<file path="src/rtl/divclk_monitor.sv">
// divclk_monitor: brings a slow divided clock into the clk domain as edge strobes, measures its
// period, tracks lock and flags loss of clock. Define DIVCLK_DUTY_EN to also measure the high time.
module divclk_monitor #(
  parameter int SYNC_STAGES = 2,
  parameter int CNT_W       = 8,
  parameter int LOCK_COUNT  = 4,
  parameter int TIMEOUT     = 255
) (
  input  logic             clk,
  input  logic             reset_n,
  input  logic             div_clk_in,
  output logic             rise_stb,
  output logic             fall_stb,
  output logic [CNT_W-1:0] period,
  output logic             period_vld,
  output logic             locked,
  output logic             lost,
  output logic [CNT_W-1:0] high_cnt
);

  typedef enum logic [2:0] {
    IDLE,
    MEASURE,
    LOCKING,
    LOCKED,
    LOST
  } state_t;

  localparam logic [CNT_W-1:0] CNT_MAX   = '1;
  localparam logic [CNT_W-1:0] TIMEOUT_V = CNT_W'(TIMEOUT);
  localparam logic [3:0]       LOCK_V    = 4'(LOCK_COUNT);

  logic [SYNC_STAGES-1:0] sync;
  logic                   s_out;
  logic                   p;
  logic                   rise;
  logic                   fall;
  logic [CNT_W-1:0]       cnt;
  logic                   timeout;
  logic [3:0]             match_cnt;
  logic [3:0]             match_next;
  state_t                 state;
  state_t                 state_next;
  logic                   capture;

  assign s_out   = sync[SYNC_STAGES-1];
  assign rise    = s_out & ~p;
  assign fall    = ~s_out & p;
  assign timeout = (cnt >= TIMEOUT_V);

  always_ff @(posedge clk or negedge reset_n) begin
    if (!reset_n) begin
      sync     <= '0;
      p        <= 1'b0;
      rise_stb <= 1'b0;
      fall_stb <= 1'b0;
    end else begin
      sync     <= {sync[SYNC_STAGES-2:0], div_clk_in};
      p        <= s_out;
      rise_stb <= rise;
      fall_stb <= fall;
    end
  end

  // Cycles since the last rise; saturates so a very slow clock never aliases to a short period.
  always_ff @(posedge clk or negedge reset_n) begin
    if (!reset_n) begin
      cnt <= '0;
    end else if (rise) begin
      cnt <= CNT_W'(1);
    end else if (cnt != CNT_MAX) begin
      cnt <= cnt + 1'b1;
    end
  end

  always_comb begin
    state_next = state;
    match_next = match_cnt;
    capture    = 1'b0;
    case (state)
      IDLE: begin
        if (rise) state_next = MEASURE;
      end
      MEASURE: begin
        if (rise) begin
          capture    = 1'b1;
          match_next = 4'd1;
          state_next = (LOCK_V <= 4'd1) ? LOCKED : LOCKING;
        end else if (timeout) begin
          state_next = LOST;
        end
      end
      LOCKING: begin
        if (rise) begin
          capture    = 1'b1;
          match_next = (cnt == period) ? match_cnt + 4'd1 : 4'd1;
          if (match_next >= LOCK_V) state_next = LOCKED;
        end else if (timeout) begin
          state_next = LOST;
        end
      end
      LOCKED: begin
        if (rise) begin
          capture = 1'b1;
          if (cnt != period) begin
            match_next = 4'd1;
            state_next = LOCKING;
          end
        end else if (timeout) begin
          state_next = LOST;
        end
      end
      LOST: begin
        if (rise) state_next = MEASURE;
      end
      default: state_next = IDLE;
    endcase
  end

  always_ff @(posedge clk or negedge reset_n) begin
    if (!reset_n) begin
      state      <= IDLE;
      match_cnt  <= '0;
      period     <= '0;
      period_vld <= 1'b0;
    end else begin
      state      <= state_next;
      match_cnt  <= match_next;
      period_vld <= capture;
      if (capture) period <= cnt;
    end
  end

  assign locked = (state == LOCKED);
  assign lost   = (state == LOST);

`ifdef DIVCLK_DUTY_EN
  logic [CNT_W-1:0] hcnt;
  logic             seen_rise;

  // A fall only describes a real high phase once a rise has been seen since reset or loss.
  always_ff @(posedge clk or negedge reset_n) begin
    if (!reset_n) begin
      hcnt      <= '0;
      seen_rise <= 1'b0;
      high_cnt  <= '0;
    end else begin
      if (rise) begin
        hcnt <= CNT_W'(1);
      end else if (s_out && hcnt != CNT_MAX) begin
        hcnt <= hcnt + 1'b1;
      end
      if (rise) begin
        seen_rise <= 1'b1;
      end else if (state_next == LOST && state != LOST) begin
        seen_rise <= 1'b0;
      end
      if (fall && seen_rise) high_cnt <= hcnt;
    end
  end
`else
  assign high_cnt = '0;
`endif

endmodule

</file>
<file path="config.mk">
export PLATFORM = sky130hd
export DESIGN_NAME = divclk_monitor
export DESIGN_NICKNAME = d
export VERILOG_FILES = /design/src/rtl/divclk_monitor.sv
export SDC_FILE = /design/constraint.sdc
export NUM_CORES = 1
export LEC_CHECK = 0
export ABC_AREA = 0
export CORE_UTILIZATION = 32
export CTS_CLUSTER_SIZE = 16
export DETAILED_ROUTE_END_ITERATION = 8
export SYNTH_ARGS = -nofsm -noshare
export SYNTH_HDL_FRONTEND = slang
export SYNTH_SLANG_ARGS = --single-unit
</file>
<file path="constraint.sdc">
create_clock -name clk -period 2.1 [get_ports clk]
set_input_delay 0.315 -clock clk [delete_from_list [all_inputs] [get_ports clk]]
set_output_delay 0.315 -clock clk [all_outputs]
set_load 0.005 [all_outputs]
</file>
==> impl_metrics.py, run 1 <==
metrics = {
    "grt": {
        "grt_pass1_vias": 1104,
        "grt_usage_pct": 12.82,
        "grt.overflow.total": 0,
        "grt_antenna_before_repair": 0,
        "grt_first_pass_wirelength_mm": 4.871,
        "maximum_number_of_pins_on_one_net_before_global_route_repair": 30,
    },
    "final_layout": {
        "sequential_cell_area_um2": 725.7,
        "layout.cells.most_common_list": "29 x sky130_fd_sc_hd__dfrtp_1, 15 x sky130_fd_sc_hd__clkdlybuf4s50_1, 12 x sky130_fd_sc_hd__xor2_1",
        "antenna-diode-count": 0,
        "layout.cells.most_common": "sky130_fd_sc_hd__dfrtp_1",
        "final_core_area_utilization_pct": 40.24,
        "fillerInstances": 417,
        "fin_nets": 161,
        "area_delta_synth_final_pct": 17.95,
        "area_occupied_by_multi_input_gates_um2": 720.7,
        "drive_gt1_share_pct": 14.65,
        "finalNonFillerCells": 209,
    },
    "power_and_ir_drop": {
        "total_power_w": 0.001892,
        "power.share.sequential_pct": 42.7,
        "power.switching_w": 0.0006345,
        "power.density_nw_per_um2": 1051,
        "switching_share_pct": 33.53,
        "power.static_leakage_nw": 0.8285,
        "irDropWorstVdd_v": 0.0004504,
        "fraction_of_power_consumed_by_the_clock_network_pct": 26.8,
        "combinational_fraction_of_design_power_pct": 30.5,
        "internal_power_w": 0.001258,
    },
    "sta": {
        "grt_setup_unrepaired": "false",
        "post-route-min-period_ns": 2.024,
        "fin_tns_setup_ns": 0,
        "drv_slew": 0,
        "crit_share_post_route_pct": 96.38,
        "maxClockFrequency_ghz": 0.4941,
        "final_hold_viol_count": 0,
        "fin_ws_ns": 0.07601,
        "clock-skew-final_ns": 0.005875,
        "finalSetupViolations": 0,
    },
    "routing": {
        "route.detailed.wl_per_inst_um": 14.09,
        "viasPerCell": 5.335,
        "dr_total_vias": 1115,
        "drt-total-wl_mm": 2.944,
        "antenna_violating_nets_post_route": 0,
        "drt_pass1_iterations": 6,
        "drtIter0Drc": 75,
        "drc": 3,
    },
    "job": {
        "maxCapViolations": 0,
    },
    "clock_network": {
        "post_cts_buffers": 0,
        "ctsLongestPathBuffers": 2,
        "tritoncts": "yes",
        "clock_pin_slew_on_the_worst_setup_and_hold_paths_ns": 0.06,
        "htree_levels": 2,
        "clk-insertion-delay-late_ns": 0.29,
        "tritoncts_num_sinks": 29,
        "cts_resized": 0,
        "cts_hold_buffers": 0,
        "cts_buffers": 5,
        "cts_root_buffer": "sky130_fd_sc_hd__clkbuf_8",
    },
    "setup_path": {
        "r2r_setup_slack_ns": 0.45,
        "reg2reg_to": "match_cnt[2]",
        "worst_r2r_startpoint": "cnt[3]",
        "cp.required_ns": 1.78,
        "worstPathMaxFanout": 7,
        "worstSetupEndpointType": "output port",
        "reg2reg_depth": 4,
        "critPathArrivalTime_ns": 1.71,
        "worstSetupPathType": "reg2out",
        "timing.critical_path.from_type": "flip-flop",
    },
    "synthesis": {
        "synth_top_flop_cell": "sky130_fd_sc_hd__dfrtp_1",
        "synthesis.area_per_instance_um2": 11.06,
        "synth_async_sr_flop_share_pct": 100.0,
        "yosys_warnings": 0,
        "post_synth_num_cell_types": 41,
        "synth-seq-cells": 29,
        "synth.cell_area_um2": 1526,
        "synthCells": 138,
        "yosysSeqAreaShare_pct": 47.54,
        "synth_edf_count": 0,
    },
    "floorplan": {
        "core_um2": 4474,
        "dieArea_um2": 5050,
        "die-height_um": 71.07,
        "start_util_pct": 34.12,
        "io_pins": 24,
        "chipWidth_um": 71.07,
        "placement_rows": 24,
    },
    "hold_path": {
        "hold-path-cell-count": 0,
        "launch_instance_of_the_worst_min_delay_path": "sync[0]",
        "min_to": "sync[1]",
        "worst_hold_path_type": "reg2reg",
    },
    "status": {
        "status": "finished, violations left",
        "violations": "DRC",
    },
    "placement": {
        "dp.cells": 201,
        "placement.setup.worst_slack_ns": 0.4178,
        "place_hpwl_mm": 2.033,
        "place_congestion": 0.8479,
        "io_buf_count": 15,
    },
}
[cells in the mapped netlist, types with 2 or more instances]
| cell type | number | share of area, % |
|---|---|---|
| sky130_fd_sc_hd__nor2b_1 | 4 | 1.6 |
| sky130_fd_sc_hd__nor2_1 | 6 | 1.5 |
| sky130_fd_sc_hd__ha_1 | 2 | 1.6 |
| sky130_fd_sc_hd__a21oi_1 | 5 | 1.6 |
| sky130_fd_sc_hd__buf_2 | 3 | 0.98 |
| sky130_fd_sc_hd__nor3_1 | 6 | 2.0 |
| sky130_fd_sc_hd__nand3_1 | 3 | 0.98 |
| sky130_fd_sc_hd__inv_1 | 4 | 0.98 |
| sky130_fd_sc_hd__and4b_1 | 2 | 1.3 |
| sky130_fd_sc_hd__o211ai_1 | 4 | 2.0 |
| sky130_fd_sc_hd__nand2_1 | 4 | 0.98 |
| sky130_fd_sc_hd__nor4_4 | 2 | 2.8 |
| sky130_fd_sc_hd__mux2_2 | 8 | 5.9 |
| sky130_fd_sc_hd__buf_4 | 9 | 4.4 |
| sky130_fd_sc_hd__a22oi_1 | 2 | 0.98 |
| sky130_fd_sc_hd__xor2_1 | 12 | 6.9 |
| sky130_fd_sc_hd__a31oi_1 | 5 | 2.0 |
| sky130_fd_sc_hd__and3_1 | 3 | 1.2 |
| sky130_fd_sc_hd__and2_1 | 2 | 0.82 |
| sky130_fd_sc_hd__nand2b_1 | 2 | 0.82 |
| sky130_fd_sc_hd__dfrtp_1 | 29 | 48 |
| sky130_fd_sc_hd__mux2i_1 | 2 | 1.3 |
[power groups by stage]
stage / Sequential, W / Clock, W / Combinational [W]
after floorplan: 0.000762 / 0 / 0.000436
after global placement: 0.000805 / 0 / 0.000564
after detailed placement: 0.000813 / 0 / 0.000580
after CTS: 0.000804 / 0.000528 / 0.000584
after global routing: 0.000823 / 0.000554 / 0.000648
final: 0.000807 / 0.000507 / 0.000578
[kinds of logic (layout without fill, tap and decap cells)]
logic type	count (synthesis)	in the layout	synth area share [%]
DFF	29	29	47.54
other	1	8	0.2457
buffers and inverters	18	30	6.966
muxes	10	10	7.213
xor gates and xnor gates	13	13	7.459
AOI/OAI and AO/OA	26	26	12.13
and+or+nand+nor	39	39	16.80
adders and majority gates	2	2	1.639
[worst max-delay path by stage]
stage                   from         to  cells past startpoint
floorplan                  p  period[3]                      4
global placement    state[2]       lost                      3
detailed placement  state[2]       lost                      3
CTS                 state[2]       lost                      3
global route        state[2]       lost                      3
finish              state[2]       lost                      3
[routing by layer]
metal / routed length, um / vias to the layer above / GRT usage (%)
met3: 136 / 10 / 3.561
met2: 1397 / 31 / 20.30
met4: 91 / 0 / 9.333
met1: 1319 / 557 / 14.93
met5: 0 / - / 0
li1: - / 517 / -
[layout make-up]
cell class,instances,share of cell area [%]
well taps,52,3.614
repair buffers,18,9.590
multi-input cells,98,40.03
inverters,4,0.8339
flip-flops and latches,29,40.31
clock buffers,7,5.351
clock inverters,1,0.2780
[per-stage QoR]
| step | instance area [um^2] | hold slack (ns) |
|---|---|---|
| after floorplan | 1553 | 0.01941 |
| after global placement | 1699 | 0.3371 |
| after detailed placement | 1699 | 0.3373 |
| after CTS | 1800 | 0.3513 |
| after global routing | 1800 | 0.3689 |
| final | 1800 | 0.3489 |
[worst max-delay path: stages, from the launching register on]
cell and delay [ns]:
sky130_fd_sc_hd__dfrtp_1 0.46, sky130_fd_sc_hd__inv_1 0.12, sky130_fd_sc_hd__nor3_1 0.28, sky130_fd_sc_hd__clkdlybuf4s50_1 0.56
[flip-flops by register name, indices dropped and copies added, names as in the netlist]
signal / flops
cnt: 8
fall_stb: 1
period_vld: 1
match_cnt: 4
p: 1
state: 3
rise_stb: 1
sync: 2
period: 8
Note: power is estimated with default switching activity, not from simulation.
==> inputs of run 2 (changes only) <==
--- a/config.mk
+++ b/config.mk
@@ -6,9 +6,10 @@
 export NUM_CORES = 1
 export LEC_CHECK = 0
 export ABC_AREA = 0
-export CORE_UTILIZATION = 32
+export CORE_UTILIZATION = 50
 export CTS_CLUSTER_SIZE = 16
 export DETAILED_ROUTE_END_ITERATION = 8
+export PLACE_DENSITY = 0.75
 export SYNTH_ARGS = -nofsm -noshare
 export SYNTH_HDL_FRONTEND = slang
 export SYNTH_SLANG_ARGS = --single-unit
==> run 2 against run 1 <==
Net effect:
- the flow still finishes with violations (DRC)
- via count shrank 1.8%
- worst setup slack gained 0.062 ns
- count of clock-buffer cells in the layout shrank 2
- hold slack lost 0.012 ns
- sequential power shrank 0.6%
- die area shrank 35%
- clock skew grew 0.0075 ns
- power shrank 9.7%
- critical path type unchanged
==> impl_metrics.py, run 2 (same netlist as run 1, synthesis figures left out) <==
metrics = {
    "clock_network": {
        "post_cts_buffers": 0,
        "cts_root_buffer": "sky130_fd_sc_hd__clkbuf_4",
        "htree_levels": 2,
        "tritoncts": "yes",
        "cts_hold_buffers": 0,
        "tritoncts_num_sinks": 29,
        "clk-insertion-delay-late_ns": 0.35,
        "clock_pin_slew_on_the_worst_setup_and_hold_paths_ns": 0.11,
        "cts_buffers": 5,
        "ctsLongestPathBuffers": 2,
    },
    "final_layout": {
        "fin_nets": 161,
        "layout.cells.most_common_list": "28 x sky130_fd_sc_hd__dfrtp_1, 15 x sky130_fd_sc_hd__clkdlybuf4s50_1, 12 x sky130_fd_sc_hd__xor2_1",
        "post_route_design_area_um2": 1739,
        "antenna-diode-count": 0,
        "layout.cells.most_common": "sky130_fd_sc_hd__dfrtp_1",
        "drive_gt1_share_pct": 15.92,
        "area_delta_synth_final_pct": 13.93,
        "reg.largest.list": "cnt (8), period (8), match_cnt (4)",
    },
    "routing": {
        "dr_total_vias": 1095,
        "drt_pass1_iterations": 6,
        "drc": 6,
        "antenna_violating_nets_post_route": 0,
        "route.detailed.wl_per_inst_um": 14.64,
        "drt-total-wl_mm": 2.753,
        "viasPerCell": 5.824,
        "drtIter0Drc": 42,
    },
    "setup_path": {
        "timing.critical_path.from_type": "flip-flop",
        "worstSetupPathType": "reg2out",
        "timing.critical_path.max_delay_family": "buffers and inverters",
        "worstSetupEndpointType": "output port",
        "r2r_setup_slack_ns": 0.48,
        "worstPathMaxFanout": 7,
        "crit_slowest_cell": "sky130_fd_sc_hd__clkdlybuf4s50_1",
        "cp.required_ns": 1.78,
        "critPathArrivalTime_ns": 1.65,
        "crit_chain": "inv_1, nor3_2, clkdlybuf4s50_1",
        "worstPathBufferInverterCount": 2,
        "cp_slowest_stage_delay_ns": 0.53,
    },
    "sta": {
        "grt_setup_unrepaired": "false",
        "post-route-min-period_ns": 1.962,
        "fin_ws_ns": 0.1381,
        "fin_tns_setup_ns": 0,
        "hold_ws_ns": 0.3373,
        "crit_share_post_route_pct": 93.43,
        "clock-skew-final_ns": 0.01340,
        "maxClockFrequency_ghz": 0.5097,
        "drv_slew": 0,
        "final_hold_viol_count": 0,
        "finalSetupViolations": 0,
    },
    "job": {
        "maxCapViolations": 0,
    },
    "floorplan": {
        "io_pins": 24,
        "chipWidth_um": 57.26,
        "placement_rows": 19,
        "core_um2": 2829,
        "die-height_um": 57.26,
        "start_util_pct": 53.96,
        "dieArea_um2": 3278,
    },
    "placement": {
        "place_hpwl_mm": 1.930,
        "placement.setup.worst_slack_ns": 0.3987,
        "io_buf_count": 15,
        "place_congestion": 0.8012,
        "dpl_cell_area_um2": 1673,
    },
    "power_and_ir_drop": {
        "power.density_nw_per_um2": 981.9,
        "power.static_leakage_nw": 0.7961,
        "irDropWorstVdd_v": 0.0006093,
        "total_power_w": 0.001708,
    },
    "grt": {
        "grt_use_met1_pct": 21.82,
        "grt_antenna_before_repair": 0,
        "grt.busiest_layer": "met2",
        "grt.overflow.total": 0,
        "grt_first_pass_wirelength_mm": 4.623,
        "met2_track_utilization_from_global_routing_pct": 30.42,
        "grt_usage_pct": 19.56,
        "grt_pass1_vias": 1058,
        "maximum_number_of_pins_on_one_net_before_global_route_repair": 30,
        "grt_use_met3_pct": 10.43,
    },
    "status": {
        "status": "finished, violations left",
        "violations": "DRC",
    },
    "hold_path": {
        "worst_hold_path_type": "in2async",
    },
}
[run 2: worst paths after layout]
path | from | to | cells after the start
hold / removal | reset_n | period_vld | 2
min in group clk | sync[0] | sync[1] | 0
max in group asynchronous | reset_n | state[2] | 2
setup reg to reg | cnt[0] | state[1] | 5
hold reg to reg | sync[0] | sync[1] | 0
setup / recovery | state[2] | lost | 3
[run 2: timing repair]
action | 4_1_cts | 5_1_grt
resized for setup | 1 | 1
endpoints found under the setup margin | 1 | 1
pin swaps | 0 | 0
[run 2: layout make-up]
type	count	area, um^2
clock buffers	5	37.54
flip-flops and latches	29	726.9
fillers	249	1090
clock inverters	3	22.52
repair buffers	18	172.7
well taps	31	38.79
inverters	4	15.01
multi-input cells	98	725.7
[run 2: layer usage]
metal,up-vias,wire length [um]
met1,544,1252
met2,27,1302
li1,520,-
met4,0,44
met3,4,154
met5,-,0
[run 2: report_power, final]
part           switching, W  total (W)  internal, W
combinational      0.000264   0.000562     0.000297
clock              0.000215   0.000344     0.000129
sequential         0.000139   0.000802     0.000663
[run 2: through the flow]
step	util, %	std cells
final	61.48	188
after global routing	61.48	188
after CTS	61.30	188
after detailed placement	59.13	180
after global placement	59.13	180
after floorplan	-	145
==> inputs of run 3 (changes only) <==
--- a/config.mk
+++ b/config.mk
@@ -6,6 +6,7 @@
 export NUM_CORES = 1
 export LEC_CHECK = 0
 export ABC_AREA = 0
+export CORE_MARGIN = 2
 export CORE_UTILIZATION = 50
 export CTS_CLUSTER_SIZE = 16
 export DETAILED_ROUTE_END_ITERATION = 8
==> run 3 against run 2 <==
Net effect:
- the run now ends clean
- sequential power down 0.5%
- cell count up 1.1%
- combinational power up 3%
- clock skew down 0.0070 ns
- routed wire length down 3.1%
- register-to-register slack better by 0.02 ns
- critical path type unchanged
==> impl_metrics.py, run 3 (same netlist as run 1, synthesis figures left out) <==
metrics = {
    "final_layout": {
        "final_core_area_utilization_pct": 58.66,
        "reg.largest.list": "cnt (8), period (8), match_cnt (4)",
        "finalNonFillerCells": 190,
        "drive_gt1_share_pct": 15.29,
        "layout.cells.most_common_list": "28 x sky130_fd_sc_hd__dfrtp_1, 15 x sky130_fd_sc_hd__clkdlybuf4s50_1, 12 x sky130_fd_sc_hd__xor2_1",
        "antenna-diode-count": 0,
        "post_route_design_area_um2": 1747,
        "layout.cells.most_common": "sky130_fd_sc_hd__dfrtp_1",
        "fin_nets": 161,
        "area_delta_synth_final_pct": 14.43,
    },
    "routing": {
        "antenna_violating_nets_post_route": 0,
        "viasPerCell": 5.747,
        "dr_total_vias": 1092,
        "drtIter0Drc": 24,
        "drc": 0,
        "route.detailed.wl_per_inst_um": 14.05,
        "drt-total-wl_mm": 2.669,
        "drt_pass1_iterations": 4,
    },
    "power_and_ir_drop": {
        "combinational_fraction_of_design_power_pct": 32.8,
        "irDropWorstVdd_v": 0.0005684,
        "power.switching_w": 0.0006122,
        "internal_power_w": 0.001155,
        "power.density_nw_per_um2": 1012,
        "power.static_leakage_nw": 0.8138,
        "total_power_w": 0.001768,
        "fraction_of_power_consumed_by_the_clock_network_pct": 22.1,
        "power.share.sequential_pct": 45.1,
        "switching_share_pct": 34.64,
    },
    "clock_network": {
        "cts_root_buffer": "sky130_fd_sc_hd__clkbuf_4",
        "tritoncts_num_sinks": 29,
        "post_cts_buffers": 0,
        "htree_levels": 2,
        "ctsLongestPathBuffers": 2,
        "clock_pin_slew_on_the_worst_setup_and_hold_paths_ns": 0.09,
        "tritoncts": "yes",
        "clk-insertion-delay-late_ns": 0.33,
        "cts_buffers": 5,
    },
    "hold_path": {
        "worst_hold_path_type": "in2async",
    },
    "grt": {
        "grt_usage_pct": 17.27,
        "grt_antenna_before_repair": 0,
        "maximum_number_of_pins_on_one_net_before_global_route_repair": 30,
        "grt_first_pass_wirelength_mm": 4.457,
        "grt.overflow.total": 0,
        "grt_pass1_vias": 997,
    },
    "setup_path": {
        "worstPathMaxFanout": 7,
        "r2r_setup_slack_ns": 0.50,
        "worstSetupEndpointType": "output port",
        "worstSetupPathType": "reg2out",
        "timing.critical_path.from_type": "flip-flop",
        "cp.required_ns": 1.78,
        "critPathArrivalTime_ns": 1.68,
    },
    "floorplan": {
        "core_um2": 2978,
        "dieArea_um2": 3511,
        "start_util_pct": 51.26,
        "io_pins": 24,
        "placement_rows": 20,
        "chipWidth_um": 59.26,
        "die-height_um": 59.26,
    },
    "sta": {
        "drv_slew": 0,
        "grt_setup_unrepaired": "false",
        "finalSetupViolations": 0,
        "post-route-min-period_ns": 1.993,
        "maxClockFrequency_ghz": 0.5018,
        "crit_share_post_route_pct": 94.90,
        "final_hold_viol_count": 0,
        "clock-skew-final_ns": 0.006390,
        "fin_tns_setup_ns": 0,
    },
    "placement": {
        "io_buf_count": 15,
        "place_congestion": 0.8585,
        "dp.cells": 182,
        "place_hpwl_mm": 1.935,
        "dpl_cell_area_um2": 1675,
    },
    "status": {
        "status": "finished, final reports clean",
    },
    "job": {
        "maxCapViolations": 0,
    },
}
## run 3: path summary, 6_finish.rpt
check                           endpoint     start  cells after the start
worst max register to register  state[0]    cnt[0]                      5
worst max-delay path                lost  state[2]                      3
max in group asynchronous       state[2]   reset_n                      2
min in group clk                 sync[1]   sync[0]                      0
worst min-delay path              cnt[1]   reset_n                      2
worst min register to register   sync[1]   sync[0]                      0
## run 3: layout make-up
class | count | area (um^2)
fillers | 263 | 1231
flip-flops and latches | 29 | 726.9
multi-input cells | 98 | 720.7
repair buffers | 18 | 172.7
clock buffers | 7 | 65.06
well taps | 33 | 41.29
inverters | 4 | 15.01
clock inverters | 1 | 5.005
## run 3: stage by stage
step                hold WS, ns  setup WS, ns
floorplan               0.01941        0.6082
global placement         0.3355        0.4657
detailed placement       0.3460        0.4116
CTS                      0.3685       0.02727
global route             0.3769       0.02495
finish                   0.3595        0.1070
## run 3: layer usage
metal	part of all wire [%]	GRT usage, %
met1	44	23.65
met3	5.5	6.769
met4	1.0	5.519
met5	0	0
met2	49	25.12
## run 3: repair_timing
item,in CTS,in global routing
resized for setup,0,1
endpoints found under the setup margin,0,1
hold buffers,0,0
## run 3: power by group through the flow
stage                     Sequential [W]  Clock [W]  Combinational (W)
after floorplan                 0.000762          0           0.000436
after global placement          0.000804          0           0.000559
after detailed placement        0.000809          0           0.000580
after CTS                       0.000799   0.000399           0.000582
after global routing            0.000823   0.000420           0.000636
final                           0.000798   0.000390           0.000579
## run 3: worst max-delay path, cell delays in order (launching register included)
cell and delay, ns:
sky130_fd_sc_hd__dfrtp_2 0.44, sky130_fd_sc_hd__inv_1 0.10, sky130_fd_sc_hd__nor3_1 0.26, sky130_fd_sc_hd__clkdlybuf4s50_1 0.55
